[src/rtl/mem_lsu.sv]
// mem_lsu: RV32I memory-stage load/store unit (optional MISALIGN_TRAP_EN adds misaligned-access trap)
module mem_lsu #(
    parameter int ADDR_W   = 32,
    parameter int MAX_WAIT = 15
) (
    input  logic              clk,
    input  logic              rst,
    input  logic [2:0]        rd_en_M,
    input  logic [2:0]        wr_en_M,
    input  logic [ADDR_W-1:0] addr_M,
    input  logic [31:0]       wdata_M,
    output logic              dmem_req,
    output logic              dmem_we,
    output logic [3:0]        dmem_be,
    output logic [ADDR_W-1:0] dmem_addr,
    output logic [31:0]       dmem_wdata,
    input  logic [31:0]       dmem_rdata,
    input  logic              dmem_ack,
    output logic [31:0]       load_data_M,
    output logic              mem_stall,
`ifdef MISALIGN_TRAP_EN
    output logic              misalign,
`endif
    output logic              timeout_err
);
    localparam int CW = $clog2(MAX_WAIT + 1);

    typedef enum logic [1:0] {IDLE, REQ, DONE} state_t;

    state_t        state, state_nxt;
    logic [CW-1:0] cnt;
    logic          st, ld, access, trap, limit;
    logic [1:0]    sz, off, off_q;
    logic [3:0]    be_c;
    logic [31:0]   wd_c, sh, fmt;
    logic [2:0]    lty;

    // Decode the M-stage instruction: size (0 byte, 1 half, 2 word), aligned lane, enables, lane data
    always_comb begin
        st     = wr_en_M inside {3'b001, 3'b010, 3'b011};
        ld     = rd_en_M inside {[3'b001:3'b101]};
        access = st | ld;
        sz     = st ? wr_en_M[1:0] - 2'd1 :
                 (rd_en_M == 3'b011) ? 2'd2 :
                 (rd_en_M == 3'b010 || rd_en_M == 3'b101) ? 2'd1 : 2'd0;
        off    = (sz == 2'd2) ? 2'b00 : (sz == 2'd1) ? {addr_M[1], 1'b0} : addr_M[1:0];
        be_c   = (sz == 2'd2) ? 4'b1111 : (sz == 2'd1) ? 4'b0011 << off : 4'b0001 << off;
        wd_c   = (sz == 2'd2) ? wdata_M : (sz == 2'd1) ? {2{wdata_M[15:0]}} : {4{wdata_M[7:0]}};
`ifdef MISALIGN_TRAP_EN
        trap   = access & (((sz == 2'd1) & addr_M[0]) | ((sz == 2'd2) & (addr_M[1:0] != 2'b00)));
`else
        trap   = 1'b0;
`endif
        limit  = cnt == CW'(MAX_WAIT - 1);
    end

    // Extract the addressed lane from the read word and extend it per load type
    always_comb begin
        sh  = dmem_rdata >> {off_q, 3'b000};
        fmt = (lty == 3'b001) ? {{24{sh[7]}}, sh[7:0]} :
              (lty == 3'b010) ? {{16{sh[15]}}, sh[15:0]} :
              (lty == 3'b011) ? sh :
              (lty == 3'b100) ? {24'd0, sh[7:0]} :
              (lty == 3'b101) ? {16'd0, sh[15:0]} : 32'd0;
    end

    // State register
    always_ff @(posedge clk or negedge rst) begin
        if (!rst) state <= IDLE;
        else      state <= state_nxt;
    end

    // Next state and stall; stall drops with reset so a killed access frees the pipeline at once
    always_comb begin
        state_nxt = state;
        mem_stall = 1'b0;
        case (state)
            IDLE: begin
                mem_stall = access & rst;
                state_nxt = access ? (trap ? DONE : REQ) : IDLE;
            end
            REQ: begin
                mem_stall = 1'b1;
                state_nxt = (dmem_ack || limit) ? DONE : REQ;
            end
            default: state_nxt = IDLE;
        endcase
    end

    assign dmem_req = (state == REQ);

    // Request registers, wait counter, load capture and one-cycle status pulses
    always_ff @(posedge clk or negedge rst) begin
        if (!rst) begin
            dmem_we     <= 1'b0;
            dmem_be     <= 4'b0;
            dmem_addr   <= '0;
            dmem_wdata  <= 32'd0;
            load_data_M <= 32'd0;
            timeout_err <= 1'b0;
            cnt         <= '0;
            lty         <= 3'b000;
            off_q       <= 2'b00;
`ifdef MISALIGN_TRAP_EN
            misalign    <= 1'b0;
`endif
        end else begin
            timeout_err <= 1'b0;
`ifdef MISALIGN_TRAP_EN
            misalign    <= 1'b0;
`endif
            if (state == IDLE && access && !trap) begin
                dmem_addr  <= {addr_M[ADDR_W-1:2], 2'b00};
                dmem_be    <= be_c;
                dmem_we    <= st;
                dmem_wdata <= wd_c;
                lty        <= st ? 3'b000 : rd_en_M;
                off_q      <= off;
                cnt        <= '0;
            end
            if (state == IDLE && trap) begin
                load_data_M <= 32'd0;
`ifdef MISALIGN_TRAP_EN
                misalign    <= 1'b1;
`endif
            end
            if (state == REQ) begin
                cnt <= cnt + 1'b1;
                if (dmem_ack) begin
                    load_data_M <= fmt;
                end else if (limit) begin
                    load_data_M <= 32'd0;
                    timeout_err <= 1'b1;
                end
            end
        end
    end
endmodule

[config.mk]
export PLATFORM = sky130hd
export DESIGN_NAME = mem_lsu
export DESIGN_NICKNAME = d
export VERILOG_FILES = /design/src/rtl/mem_lsu.sv
export SDC_FILE = /design/constraint.sdc
export NUM_CORES = 1
export LEC_CHECK = 0
export CAP_MARGIN = 15
export CORE_MARGIN = 2
export CORE_UTILIZATION = 35
export CTS_BUF_LIST = sky130_fd_sc_hd__clkbuf_2 sky130_fd_sc_hd__clkbuf_4 sky130_fd_sc_hd__clkbuf_8
export CTS_CLUSTER_SIZE = 28
export DETAILED_ROUTE_END_ITERATION = 12
export MAX_ROUTING_LAYER = met4
export PLACE_DENSITY = 0.74
export SKIP_LAST_GASP = 1
export SLEW_MARGIN = 5
export SYNTH_ARGS = -nofsm -noshare
export SYNTH_HDL_FRONTEND = slang
export SYNTH_SLANG_ARGS = --single-unit
[constraint.sdc]
create_clock -name clk -period 2.8 [get_ports clk]
set_clock_uncertainty 0.2 [all_clocks]
set_input_delay 0.42 -clock clk [delete_from_list [all_inputs] [get_ports clk]]
set_output_delay 0.42 -clock clk [all_outputs]
set_load 0.1 [all_outputs]
==> results.tsv, run 1 <==
metric	value	unit
Final Hold Vio Count	0	
via count	5128	
Yosys top cell area share	49.2	%
Slew HR	45.5	%
clk buf depth	2	
Fmax	0.372	GHz
final wirelength	17.3	mm
worst slew pin tran	0.812	ns
RSZ-0062 raised after global routing	true	
final max-slew violation count	0	
CTS Sinks	111	
CP required	2.18	ns
Worst setup SP type	input port	
crit path to	mem_stall	
cts bufs inserted	9	
min-delay src	load_data_M[30]	
initial antenna violation count	0	
min Tclk post-route	2.69	ns
EDFF count, synth	0	
Final Cycle Share	96.0	%
Crit. End Element	output port	
Largest delay share family, worst path	buffers and inverters	
CP arrival	2.07	ns
launching point of the worst reg2reg path	lty[1]	
gr usage total	20.1	%
Finished Core Util	50.8	%
WP depth	7	
R2R depth	4	
register area share after synthesis	49.2	%
Syn Area/Cell	10.8	µm²
Port Buffers	206	
initial DRC count	429	
total die area	0.0171	mm²
H-tree depth	3	
Post-Place Cells	942	
final RePlAce weighted congestion	0.950	
Netlist cell types	62	
critical-path cell list	clkdlybuf4s50_1 -> nor3_1 -> buf_4 -> o22ai_2 -> a21oi_2 -> nor2_4 -> buf_12	
CP startpoint	rd_en_M[2]	
status	complete, no violations	
top-level I/O count	209	
clk_lat worst skew	0.38	ns
final setup vio count	0	
Syn Inst Count	521	
die width	131	µm
WS Path Type	input port to output port	
layout cells sized above 1	29.4	%
YS warnings	0	
Clk pin slew, worst setup/hold paths	0.10	ns
largest net degree at the start of global routing	43	
first-pass GRT wire length	26.2	mm
Worst path max stage delay	0.46	ns
Worst Hold Class	register to register	
vias in the first global route	5162	
Nets	848	
Finished Layout Cells	958	
Setup TNS	0	ns
WL per Instance	18.0	µm
Crit-path slowest cell	clkdlybuf4s50_1	
most frequent cell after synthesis	dfrtp_1	
Pre-antenna DRT Iters	4	
Max FO, Critical Path	4	
Antenna diodes	0	
Layout area overhead	42.4	%
Post CTS Setup Buffer Count	0	
Initial Utilization	35.6	%
DRC	0	
Die H	131	µm
Syn Std Cell Area	0.00564	mm²
RR Endpoint	load_data_M[25]	
Yosys top cell by area	dfrtp_1	
max-cap viol count	0	
ys flop type	dfrtp_1	
flop2flop setup slack	0.59	ns
Synth top cells by count	dfrtp_1 (111), a21oi_1 (48), o21ai_0 (48)	
CTS Root Cell	clkbuf_8	
total gr overflow	0	
core area	0.0158	mm²
Buf/Inv on CP	3	
TritonCTS clock tree	built	
async set-reset flop share out of synthesis	100	%
HPWL after DPL	13.0	mm
top cells by area in the synthesized netlist	dfrtp_1 (49%), mux2_4 (7.7%), a21oi_1 (4.3%)	
Rows	46	
Routed Antenna Nets	0	
FF+latch count, synth	111	
DR vias/cell	5.35	
[metal layers]
layer / global-route usage (%) / vias up / wire length [µm]
li1: - / 2369 / -
met1: 26.0 / 2505 / 7390
met2: 32.3 / 232 / 8210
met3: 3.71 / 22 / 1380
met4: 5.82 / 0 / 293
met5: - / - / 0
[cell families (layout without fill, tap and decap cells)]
group / Yosys count / count (layout) / share of synthesized area [%]
AOI/OAI and AO/OA: 191 / 191 / 22.4
adders and majority gates: 5 / 5 / 1.11
other: 1 / 2 / 0.0665
xor gates and xnor gates: 5 / 5 / 0.776
DFF: 111 / 111 / 49.2
buffers and inverters: 55 / 275 / 4.77
muxes: 54 / 54 / 12.7
and+or+nand+nor: 99 / 99 / 8.94
[final cells by class]
type                            count  area, µm²
Multi-Input combinational cell    356       2620
Tap cell                          216        270
Inverter                           14       52.6
Fill cell                        1413       7790
Sequential cell                   111       2780
Timing Repair Buffer              246       2140
Clock buffer                       10        131
Clock inverter                      5       33.8
[timing repair]
item | in CTS | in global routing
resized for setup | 0 | 3
endpoints found under the hold margin | 28 | 0
hold buffers | 1 | 0
setup endpoints to repair | 0 | 7
[tightest hold or removal path, stage by stage (launching register included)]
cell and delay [ns]:
dfrtp_1 0.36, nand2_1 0.05, o31ai_1 0.05
[flip-flops by register name, indices dropped and copies added (netlist names)]
register / flops
dmem_wdata: 32
cnt: 4
state: 2
off_q: 2
timeout_err: 1
dmem_we: 1
lty: 3
load_data_M: 32
dmem_be: 4
dmem_addr: 30
[through the flow]
step | instance area [µm²] | setup slack (ns) | hold WS (ns)
after floorplan | 5650 | 0.217 | -0.0756
after global placement | 7820 | -0.317 | 0.182
after detailed placement | 7840 | -0.208 | 0.198
after CTS | 8020 | 0.0284 | 0.296
after global routing | 8030 | -0.0270 | 0.327
final | 8030 | 0.112 | 0.292
[cells in the final DEF, fill, tap and decap left out, types with 5 or more instances in the layout]
| master | count |
|---|---|
| buf_4 | 139 |
| dfrtp_1 | 111 |
| clkdlybuf4s50_1 | 103 |
| o21ai_0 | 48 |
| a21oi_1 | 47 |
| nand2_1 | 39 |
| mux2_4 | 29 |
| o31ai_1 | 23 |
| nand3_1 | 19 |
| mux2_2 | 16 |
| a31oi_1 | 15 |
| inv_1 | 14 |
| nor2b_1 | 10 |
| clkbuf_8 | 9 |
| mux2i_1 | 8 |
| a41oi_1 | 7 |
| o2bb2ai_1 | 7 |
| a211o_1 | 7 |
| a32o_1 | 7 |
| nor3_1 | 5 |
| ha_1 | 5 |
[worst min-delay path by stage]
stage / to / slack (ns) / depth (start not counted)
final: load_data_M[30] / 0.29 / 2
after global routing: load_data_M[6] / 0.33 / 1
after CTS: load_data_M[29] / 0.30 / 2
after detailed placement: dmem_addr[23] / 0.20 / 1
after global placement: dmem_addr[23] / 0.18 / 1
after floorplan: cnt[0] / -0.08 / 0
Power of run 1 is left out: the tool's default activity adds up to more than one toggle a clock period on the data nets, which glitch-free logic cannot reach.
==> run 2, diff against run 1 <==
- TNS_END_PERCENT: default -> 50
==> results of run 2 <==
Same layout as run 1: the final DEF is identical, and so are final timing and power.
Power of run 2 is left out for the same reason.
